$ cat config.mk
export PLATFORM = sky130hd
export DESIGN_NAME = i2s_stereo_receive_flat
export DESIGN_NICKNAME = d
export VERILOG_FILES = /design/src/rtl/i2s_stereo_receive_pkg.sv /design/src/rtl/i2s_stereo_receive_if.sv /design/src/rtl/i2s_stereo_receive_deser.sv /design/src/rtl/i2s_stereo_receive.sv /design/src/flat_wrapper.sv
export SDC_FILE = /design/constraint.sdc
export NUM_CORES = 1
export LEC_CHECK = 0
export BUFFER_PORTS_ARGS = -buffer_cell sky130_fd_sc_hd__buf_2
export CAP_MARGIN = 20
export CELL_PAD_IN_SITES_DETAIL_PLACEMENT = 1
export CELL_PAD_IN_SITES_GLOBAL_PLACEMENT = 2
export CORE_MARGIN = 5
export CORE_UTILIZATION = 30
export DETAILED_ROUTE_END_ITERATION = 10
export PLACE_DENSITY_LB_ADDON = 0.1
export SKIP_CTS_REPAIR_TIMING = 1
export SYNTH_ARGS = -nofsm -noshare
export SYNTH_HDL_FRONTEND = slang
export SYNTH_SLANG_ARGS = --single-unit
$ cat constraint.sdc
create_clock -name aud_bclk -period 2.4 [get_ports aud_bclk]
set_clock_uncertainty 0.05 [all_clocks]
set_input_delay 0.48 -clock aud_bclk [delete_from_list [all_inputs] [get_ports aud_bclk]]
set_output_delay 0.48 -clock aud_bclk [all_outputs]
set_load 0.005 [all_outputs]
$ cat src/rtl/i2s_stereo_receive_pkg.sv
// aud_pkg: shared constants and helpers for the WM8978 ADC-path receiver.
//   AUD_MODE_*  : framing mode encodings (I2S / left-justified)
//   AUD_CH_*    : channel tag encodings carried on rx_chan
//   AUD_IDX_W   : width of the in-slot bit counter
//   aud_extend  : widens a right-aligned word to 32 bits (zero or sign fill)
package aud_pkg;

  localparam int   AUD_MODE_I2S = 0;
  localparam int   AUD_MODE_LJ  = 1;

  localparam logic AUD_CH_LEFT  = 1'b0;
  localparam logic AUD_CH_RIGHT = 1'b1;

  localparam int   AUD_IDX_W    = 6;
  localparam int   AUD_DW       = 32;

  // Bits [31:wl] are filled with bit wl-1 when sx is set, otherwise zero.
  function automatic logic [AUD_DW-1:0] aud_extend(input logic [AUD_DW-1:0] w,
                                                   input int                wl,
                                                   input logic              sx);
    logic [AUD_DW-1:0] r;
    r = '0;
    for (int i = 0; i < AUD_DW; i++)
      r[i] = (i < wl) ? w[i] : (sx & w[wl-1]);
    return r;
  endfunction

endpackage

$ cat src/rtl/i2s_stereo_receive_if.sv
// i2s_stereo_receive_if: codec-side serial inputs plus the word/pair outputs
// seen by the FFT/sample-buffer logic, all in the aud_bclk domain.
//   aud_lrc, aud_adcdat        : framing and serial data from the WM8978
//   rx_done, rx_chan, adc_data : per-word strobe, channel tag, word
//   pair_done, left/right_data : coherent left/right frame strobe and words
//   frame_err                  : truncated-slot strobe
// master = receiver, slave = stream source / word consumer.
interface i2s_stereo_receive_if;
  import aud_pkg::*;

  logic              aud_lrc;
  logic              aud_adcdat;
  logic              rx_done;
  logic              rx_chan;
  logic [AUD_DW-1:0] adc_data;
  logic              pair_done;
  logic [AUD_DW-1:0] left_data;
  logic [AUD_DW-1:0] right_data;
  logic              frame_err;

  modport master (
    input  aud_lrc, aud_adcdat,
    output rx_done, rx_chan, adc_data, pair_done, left_data, right_data, frame_err
  );

  modport slave (
    output aud_lrc, aud_adcdat,
    input  rx_done, rx_chan, adc_data, pair_done, left_data, right_data, frame_err
  );

endinterface

$ cat src/rtl/i2s_stereo_receive_deser.sv
// aud_slot_deser: per-slot deserialiser. Detects LRC edges, runs the in-slot
// bit counter, shifts in the capture window MSB first, and flags word
// completion and truncated slots. Everything here is combinationally valid
// in the cycle the relevant bit is sampled; the top registers the results.
//   aud_bclk, rst_n : bit clock, async active-low reset
//   lrc_i, dat_i    : framing and serial data
//   edge_o          : LRC changed this cycle (start of a new slot)
//   done_o, word_o  : last window bit sampled this cycle; full WL-bit word
//   err_o           : slot ended with a capture in progress
module aud_slot_deser
  import aud_pkg::*;
#(
  parameter int WL   = 24,
  parameter int MODE = AUD_MODE_I2S
) (
  input  logic          aud_bclk,
  input  logic          rst_n,
  input  logic          lrc_i,
  input  logic          dat_i,
  output logic          edge_o,
  output logic          done_o,
  output logic          err_o,
  output logic [WL-1:0] word_o
);

  localparam int OFS  = 1 - MODE;
  localparam int LAST = OFS + WL - 1;

  logic                 lrc_d0_q;
  logic [AUD_IDX_W-1:0] idx_q, idx_d, idx_cur;
  logic                 synced_q, synced_d;
  logic                 busy_q, busy_d;
  // The LSB never needs storing: it is taken straight from dat_i on completion.
  logic [WL-2:0]        shift_q, shift_d;
  logic                 active, in_win;
  int                   ic;

  always_comb begin
    edge_o   = lrc_i ^ lrc_d0_q;
    // The edge cycle is slot position 0 (holds the MSB in left-justified mode).
    idx_cur  = edge_o ? '0 : idx_q;
    idx_d    = (idx_cur == '1) ? idx_cur : idx_cur + 1'b1;
    ic       = int'(idx_cur);
    active   = synced_q | edge_o;
    synced_d = active;
    in_win   = active && (ic >= OFS) && (ic <= LAST);
    done_o   = in_win && (ic == LAST);
    // busy_q still describes the slot that is ending on this edge.
    err_o    = edge_o && synced_q && busy_q;
    word_o   = {shift_q, dat_i};

    shift_d  = edge_o ? '0   : shift_q;
    busy_d   = edge_o ? 1'b0 : busy_q;
    if (in_win) begin
      shift_d = {shift_d[WL-3:0], dat_i};
      busy_d  = ~done_o;
    end
  end

  always_ff @(posedge aud_bclk or negedge rst_n) begin
    if (!rst_n) begin
      lrc_d0_q <= 1'b0;
      idx_q    <= '0;
      synced_q <= 1'b0;
      busy_q   <= 1'b0;
      shift_q  <= '0;
    end else begin
      lrc_d0_q <= lrc_i;
      idx_q    <= idx_d;
      synced_q <= synced_d;
      busy_q   <= busy_d;
      shift_q  <= shift_d;
    end
  end

endmodule

$ cat src/rtl/i2s_stereo_receive.sv
// i2s_stereo_receive: WM8978 ADC-path serial receiver (I2S or left-justified,
// MSB first, WL-bit words). Produces per-word strobes with a channel tag,
// left-then-right pair strobes, and a truncated-slot error strobe.
//   aud_bclk : bit clock, all logic on its rising edge
//   rst_n    : asynchronous active-low reset
//   bus      : i2s_stereo_receive_if.master (serial in, word/pair/error out)
// Build option: AUD_RX_SIGN_EXT_EN sign-extends words to 32 bits; without it
// the upper bits are zero.
module i2s_stereo_receive
  import aud_pkg::*;
#(
  parameter int WL   = 24,
  parameter int MODE = AUD_MODE_I2S
) (
  input logic                  aud_bclk,
  input logic                  rst_n,
  i2s_stereo_receive_if.master bus
);

`ifdef AUD_RX_SIGN_EXT_EN
  localparam logic SX = 1'b1;
`else
  localparam logic SX = 1'b0;
`endif

  logic              sl_edge, sl_done, sl_err;
  logic [WL-1:0]     sl_word;
  logic [AUD_DW-1:0] word_z, word_x;
  logic              ch_lvl, ch_cur;

  logic              ch_q, ch_d;
  logic              left_ok_q, left_ok_d;
  logic [AUD_DW-1:0] hold_q, hold_d;
  logic              rx_done_q, rx_done_d;
  logic              rx_chan_q, rx_chan_d;
  logic [AUD_DW-1:0] adc_q, adc_d;
  logic              pair_q, pair_d;
  logic [AUD_DW-1:0] left_q, left_d;
  logic [AUD_DW-1:0] right_q, right_d;
  logic              err_q, err_d;

  aud_slot_deser #(.WL(WL), .MODE(MODE)) u_deser (
    .aud_bclk (aud_bclk),
    .rst_n    (rst_n),
    .lrc_i    (bus.aud_lrc),
    .dat_i    (bus.aud_adcdat),
    .edge_o   (sl_edge),
    .done_o   (sl_done),
    .err_o    (sl_err),
    .word_o   (sl_word)
  );

  always_comb begin
    word_z           = '0;
    word_z[WL-1:0]   = sl_word;
    word_x           = aud_extend(word_z, WL, SX);
    // Right channel is lrc=1 in I2S, lrc=0 in left-justified.
    ch_lvl           = (MODE == AUD_MODE_I2S) ? bus.aud_lrc : ~bus.aud_lrc;
    ch_cur           = sl_edge ? ch_lvl : ch_q;
  end

  always_comb begin
    ch_d      = ch_cur;
    left_ok_d = left_ok_q;
    hold_d    = hold_q;
    rx_done_d = 1'b0;
    rx_chan_d = rx_chan_q;
    adc_d     = adc_q;
    pair_d    = 1'b0;
    left_d    = left_q;
    right_d   = right_q;
    err_d     = 1'b0;

    if (sl_err) begin
      err_d     = 1'b1;
      left_ok_d = 1'b0;
    end

    if (sl_done) begin
      rx_done_d = 1'b1;
      rx_chan_d = ch_cur;
      adc_d     = word_x;
      if (ch_cur == AUD_CH_LEFT) begin
        hold_d    = word_x;
        left_ok_d = 1'b1;
      end else if (left_ok_q) begin
        left_d    = hold_q;
        right_d   = word_x;
        pair_d    = 1'b1;
        left_ok_d = 1'b0;
      end
    end
  end

  always_ff @(posedge aud_bclk or negedge rst_n) begin
    if (!rst_n) begin
      ch_q      <= AUD_CH_LEFT;
      left_ok_q <= 1'b0;
      hold_q    <= '0;
      rx_done_q <= 1'b0;
      rx_chan_q <= AUD_CH_LEFT;
      adc_q     <= '0;
      pair_q    <= 1'b0;
      left_q    <= '0;
      right_q   <= '0;
      err_q     <= 1'b0;
    end else begin
      ch_q      <= ch_d;
      left_ok_q <= left_ok_d;
      hold_q    <= hold_d;
      rx_done_q <= rx_done_d;
      rx_chan_q <= rx_chan_d;
      adc_q     <= adc_d;
      pair_q    <= pair_d;
      left_q    <= left_d;
      right_q   <= right_d;
      err_q     <= err_d;
    end
  end

  assign bus.rx_done    = rx_done_q;
  assign bus.rx_chan    = rx_chan_q;
  assign bus.adc_data   = adc_q;
  assign bus.pair_done  = pair_q;
  assign bus.left_data  = left_q;
  assign bus.right_data = right_q;
  assign bus.frame_err  = err_q;

endmodule

$ cat src/flat_wrapper.sv
// flat-port wrapper written by rule: the top's interface ports become plain ports
module i2s_stereo_receive_flat import aud_pkg::*;
#(
  parameter int WL   = 24,
  parameter int MODE = AUD_MODE_I2S
)
  (aud_bclk, rst_n, bus_aud_lrc, bus_aud_adcdat, bus_rx_done, bus_rx_chan, bus_adc_data, bus_pair_done, bus_left_data, bus_right_data, bus_frame_err);
  i2s_stereo_receive_if bus_i ();
  input logic aud_bclk;
  input logic rst_n;
  input wire logic [$bits(bus_i.aud_lrc)-1:0] bus_aud_lrc;
  input wire logic [$bits(bus_i.aud_adcdat)-1:0] bus_aud_adcdat;
  output wire logic [$bits(bus_i.rx_done)-1:0] bus_rx_done;
  output wire logic [$bits(bus_i.rx_chan)-1:0] bus_rx_chan;
  output wire logic [$bits(bus_i.adc_data)-1:0] bus_adc_data;
  output wire logic [$bits(bus_i.pair_done)-1:0] bus_pair_done;
  output wire logic [$bits(bus_i.left_data)-1:0] bus_left_data;
  output wire logic [$bits(bus_i.right_data)-1:0] bus_right_data;
  output wire logic [$bits(bus_i.frame_err)-1:0] bus_frame_err;
  assign bus_i.aud_lrc = bus_aud_lrc;
  assign bus_i.aud_adcdat = bus_aud_adcdat;
  assign bus_rx_done = bus_i.rx_done;
  assign bus_rx_chan = bus_i.rx_chan;
  assign bus_adc_data = bus_i.adc_data;
  assign bus_pair_done = bus_i.pair_done;
  assign bus_left_data = bus_i.left_data;
  assign bus_right_data = bus_i.right_data;
  assign bus_frame_err = bus_i.frame_err;
  i2s_stereo_receive #(.WL(WL), .MODE(MODE)) u_core (.aud_bclk(aud_bclk), .rst_n(rst_n), .bus(bus_i));
endmodule
---- Word-level counts from Yosys, hierarchy flattened ----
Index checks and enable logic that the tools add are counted.
W data, S select, Z words.
word-level totals
  bits in registers ....................... 134
  bits of input ports ..................... 4
  output and inout port bits .............. 100
  word-level logic and storage cells ...... 49
operators by class
  add/subtract/negate cells ............... 1
  magnitude comparators ................... 2
  eq/ne operators ......................... 2
  muxes and demuxes ....................... 16
  bitwise logic cells ..................... 4
  reduce and logical (&&, ||, !) cells .... 8
operators by type and width
  kind                   number
  $mux W23               2
  $eq A6 B6 Y1 const B   2
  $mux W1                12
  $mux W6                2
  $add A6 B1 Y6 const B  1
  $ge A6 B1 Y1 const B   1
  $le A6 B5 Y1 const B   1
  $logic_and A1 B1 Y1    5
  $reduce_and A3 Y1      1
  $not A1 Y1             2
  $reduce_and A2 Y1      1
  $reduce_bool A2 Y1     1
  $or A1 B1 Y1           1
  $xor A1 B1 Y1          1

---- Depth between registers and ports, before layout ----
  depth after elaboration ................. 8
  gate-level depth with buffers ........... 10
  mapped depth without buffers ............ 7

---- Hierarchy ----
Synthesis repeated with hierarchy kept, for this count alone.
unflattened totals
  cells, all modules ...................... 365
  area, all modules ....................... 5416.4 sq um
by module, submodules not included
  module              instances  cells an instance  area an instance (sq um)  seq. area each (sq um)
  i2s_stereo_receive  1          242                3996.3                    2552.4
  aud_slot_deser      1          123                1420.1                    800.8

---- Least setup slack after synthesis ----
OpenSTA, ideal clock, no wires.
  path type ............................... input -> register
  start ................................... input bus_aud_lrc
  end ..................................... register u_core.left_q[10], in the netlist u_core.bus.left_data[10]
  library setup time ...................... 127 ps
  data arrival time ....................... 2250 ps
  data required time ...................... 2223 ps
  setup slack ............................. -28 ps
  stages .................................. 10
  path through ............................ xnor2_1 -> clkbuf_1 -> nand2_1 -> ha_1 -> nand2b_1 -> nor3_2 -> and4_4 -> buf_6 -> buf_6 -> mux2_1
on the way
  word-level cells in the longest chain between the ends .. 7
RTL lines
  item                                    line                            source
  start: declaration                      flat_wrapper.sv:11              input wire logic [$bits(bus_i.aud_lrc)-1:0] bus_aud_lrc;
  $xor A1 B1 Y1                           i2s_stereo_receive_deser.sv:39  edge_o = lrc_i ^ lrc_d0_q;
  $mux W6                                 i2s_stereo_receive_deser.sv:41  idx_cur = edge_o ? '0 : idx_q;
  $ge A6 B1 Y1                            i2s_stereo_receive_deser.sv:46  in_win = active && (ic >= OFS) && (ic <= LAST);
  $logic_and A1 B1 Y1 (2 in series)       i2s_stereo_receive_deser.sv:46
  $logic_and A1 B1 Y1                     i2s_stereo_receive_deser.sv:47  done_o = in_win && (ic == LAST);
  $reduce_and A3 Y1 (no source line) (*)  -
  end signal: assignment                  i2s_stereo_receive.sv:115       left_q <= left_d;
  end: declaration                        i2s_stereo_receive.sv:38        logic [AUD_DW-1:0] left_q, left_d;
Mark *: on every way between the ends. The rest lies on a longest branch, timed or not.
A chain may end at the register's enable or synchronous reset.

---- Worst setup path in the final report ----
  start ................................... register u_core.u_deser.lrc_d0_q
  end ..................................... register u_core.right_q[12], in the netlist u_core.bus.right_data[12]
on the way
  word-level cells in the longest chain between the ends .. 7
RTL lines
  item                                    line                            source
  start: declaration                      i2s_stereo_receive_deser.sv:29  logic lrc_d0_q;
  start signal: assignment                i2s_stereo_receive_deser.sv:68  lrc_d0_q <= lrc_i;
  $xor A1 B1 Y1 (*)                       i2s_stereo_receive_deser.sv:39
  $mux W6                                 i2s_stereo_receive_deser.sv:41
  $ge A6 B1 Y1                            i2s_stereo_receive_deser.sv:46
  $logic_and A1 B1 Y1 (2 in series)       i2s_stereo_receive_deser.sv:46
  $logic_and A1 B1 Y1                     i2s_stereo_receive_deser.sv:47
  $reduce_and A3 Y1 (no source line) (*)  -
  end signal: assignment                  i2s_stereo_receive.sv:116       right_q <= right_d;
  end: declaration                        i2s_stereo_receive.sv:39        logic [AUD_DW-1:0] right_q, right_d;
Marks and branches as above.

==> results.py <==
metrics = {
    "status": {
        "outcome": "complete, no violations",
    },
    "min_path": {
        "min_path_type": "in2reg",
    },
    "global_route": {
        "grt_usage": 0.1171,
        "gr-total-overflow": 0,
        "antenna_found_initial": 0,
        "grt_pass1_vias": 3407,
        "grt_max_degree": 47,
        "grt_first_pass_wirelength_um": 18700,
    },
    "worst_setup_path": {
        "critPathLaunchType": "flip-flop",
        "cp-end-kind": "flip-flop",
        "worstPathMaxFanout": 26,
        "reg2reg_setup_slack_ns": 0.17,
        "crit_end": "u_core.bus.right_data[12]",
        "arrival_ns": 2.48,
        "required_ns": 2.64,
        "startpoint": "u_core.u_deser.lrc_d0_q",
        "reg2reg_from": "u_core.u_deser.lrc_d0_q",
        "r2r_end": "u_core.bus.right_data[12]",
        "ff2ff_path_depth": 8,
        "path_class": "reg2reg",
    },
    "timing": {
        "fmaxAchievable_mhz": 447.9,
        "finalMaxSlewViolations": 0,
        "setup-tns-final_ns": 0,
        "hold_ws_ns": 0.2996,
        "period_share": 0.9303,
        "rsz0062_at_grt": "no",
        "finalHoldViolations": 0,
        "period_needed_ns": 2.233,
        "finalSetupViolCount": 0,
    },
    "die": {
        "die_y_um": 144.6,
        "die_area_sq_um": 20900,
        "initial_core_util": 0.3034,
        "ios": 104,
        "rows": 49,
        "die_width_um": 144.6,
        "design.core.area_sq_um": 17900,
    },
    "yosys": {
        "synthArstFlopShare": 1.000,
        "postSynthRegisterBits": 134,
        "ys.warnings.count": 0,
        "ys_seq_area_frac": 0.6174,
        "syn_area_per_cell_sq_um": 14.92,
        "synth_edf_count": 0,
        "syn_area_sq_um": 5431,
        "synth_cell_types": 35,
        "synthCells": 364,
        "synth-main-ff-cell": "dfrtp_1",
    },
    "routing": {
        "wl_um": 11500,
        "ant_nets": 0,
        "vias_per_cell": 4.371,
        "initialDrtViolationCount": 55,
        "firstDrtPassIters": 4,
        "wl_per_cell_um": 16.43,
        "vias": 3060,
        "drc": 0,
    },
    "clock_tree": {
        "h-tree-depth": 4,
        "cts-root-buf": "clkbuf_16",
        "clock_latency_ns": 0.41,
        "cts_tree": "done",
        "cts_inserted_buffers": 17,
        "clk_pin_slew_ns": 0.06,
        "cts_buffer_depth": 2,
        "clkSinkCount": 134,
    },
    "run": {
        "drv_cap": 0,
    },
    "layout": {
        "multi_input_area_sq_um": 1867,
        "layout_common_cells": "dfrtp_1, buf_2, mux2_2",
        "diodes": 0,
        "area_growth_pct": 24.99,
        "layout-drive-gt1-share": 0.4459,
        "nets": 463,
        "ff_latch_area_sq_um": 3353,
        "final_common_cell": "dfrtp_1",
        "nFillCells": 1886,
    },
    "power": {
        "p_leak_nw": 3.553,
        "max-vdd-ir-drop_v": 0.0004809,
        "power_density_nw_per_um2": 824.4,
    },
    "place": {
        "port_buffers": 79,
        "dpl.hpwl_um": 7661,
        "routabilityCongestion": 0.6777,
    },
}
==> synthesized netlist by cell type, types with 2 or more instances <==
library cell | count | share of area
nor3_1 | 2 | 0.0018
mux2_1 | 20 | 0.041
buf_2 | 2 | 0.0018
a21oi_1 | 5 | 0.0046
buf_6 | 6 | 0.012
mux2i_1 | 23 | 0.042
mux2_4 | 19 | 0.053
dfrtp_1 | 134 | 0.62
buf_4 | 29 | 0.040
and3_1 | 2 | 0.0023
clkbuf_1 | 4 | 0.0028
nand2_1 | 32 | 0.022
mux2_2 | 58 | 0.12
o21ai_0 | 2 | 0.0018
nand2b_1 | 3 | 0.0035
nor2_1 | 4 | 0.0028
==> through the flow <==
| stage | std cells | setup slack, ns | util | cell area, sq um | power, mW |
|---|---|---|---|---|---|
| after global placement | 667 | 0.03258 | 0.3403 | 6092 | 2.643 |
| after floorplan | 387 | 0.05051 | - | 5519 | 2.544 |
| final | 700 | 0.1672 | 0.3792 | 6789 | 5.597 |
| after detailed placement | 667 | 0.002222 | 0.3403 | 6092 | 2.646 |
| after CTS | 699 | 0.1438 | 0.3787 | 6779 | 5.700 |
| after global routing | 700 | 0.01876 | 0.3792 | 6789 | 5.834 |
==> cell type report <==
cell class | instances | share of cell area
flip-flops and latches | 134 | 0.4939
multi-input cells | 210 | 0.2750
repair buffers | 94 | 0.08717
clock buffers | 20 | 0.06874
well taps | 229 | 0.04220
clock inverters | 12 | 0.03244
inverters | 1 | 0.0005529
==> state kept, by name, indices dropped and copies added (netlist names), 6 cells and up <==
signal and count:
u_core.bus.adc_data 24, u_core.bus.left_data 24, u_core.bus.right_data 24, u_core.hold_q 24
u_core.u_deser.shift_q 23, u_core.u_deser.idx_q 6
==> cell families (layout without fill, tap and decap cells) <==
family | count (synthesis) | after routing | synth area share
AO/OA/AOI/OAI | 12 | 12 | 0.01382
XOR/XNOR | 2 | 2 | 0.004608
adder cells (fa/ha/maj) | 2 | 2 | 0.004146
buffers and inverters | 43 | 127 | 0.05851
flip-flops | 134 | 134 | 0.6174
multiplexers | 120 | 120 | 0.2566
other | 1 | 24 | 0.0006904
AND/OR/NAND/NOR | 50 | 50 | 0.04423
==> routing by layer <==
| metal | track usage | wire, um |
|---|---|---|
| met2 | 0.1817 | 5371 |
| met1 | 0.1532 | 5385 |
| met5 | 0 | 0 |
| met3 | 0.03571 | 571 |
| met4 | 0.04713 | 175 |
==> worst min path at each step <==
stage / startpoint / endpoint / slack, ns / depth (start not counted)
final: bus_aud_lrc / u_core.u_deser.lrc_d0_q / 0.30 / 2
after global placement: rst_n / u_core.bus.left_data[18] / 0.39 / 1
after global routing: bus_aud_lrc / u_core.u_deser.lrc_d0_q / 0.29 / 2
after detailed placement: rst_n / u_core.bus.left_data[18] / 0.39 / 1
after CTS: rst_n / u_core.bus.left_data[18] / -0.07 / 1
after floorplan: rst_n / u_core.bus.adc_data[0] / 0.13 / 0
==> worst max-delay path, cell delays in order, from the launching register on <==
cell	delay, ns
dfrtp_1	0.43
xnor2_2	0.18
nand2_1	0.10
ha_1	0.14
nand2b_1	0.12
nor3_2	0.23
and4_4	0.29
buf_12	0.20
mux2_2	0.35
==> power breakdown <==
part | internal [mW] | leakage [nW] | switching, mW
Clock | 2.03 | 0.337 | 0.964
Combinational | 0.103 | 1.37 | 0.171
Sequential | 2.29 | 1.85 | 0.0324
Power figures use the tool's default switching activity.
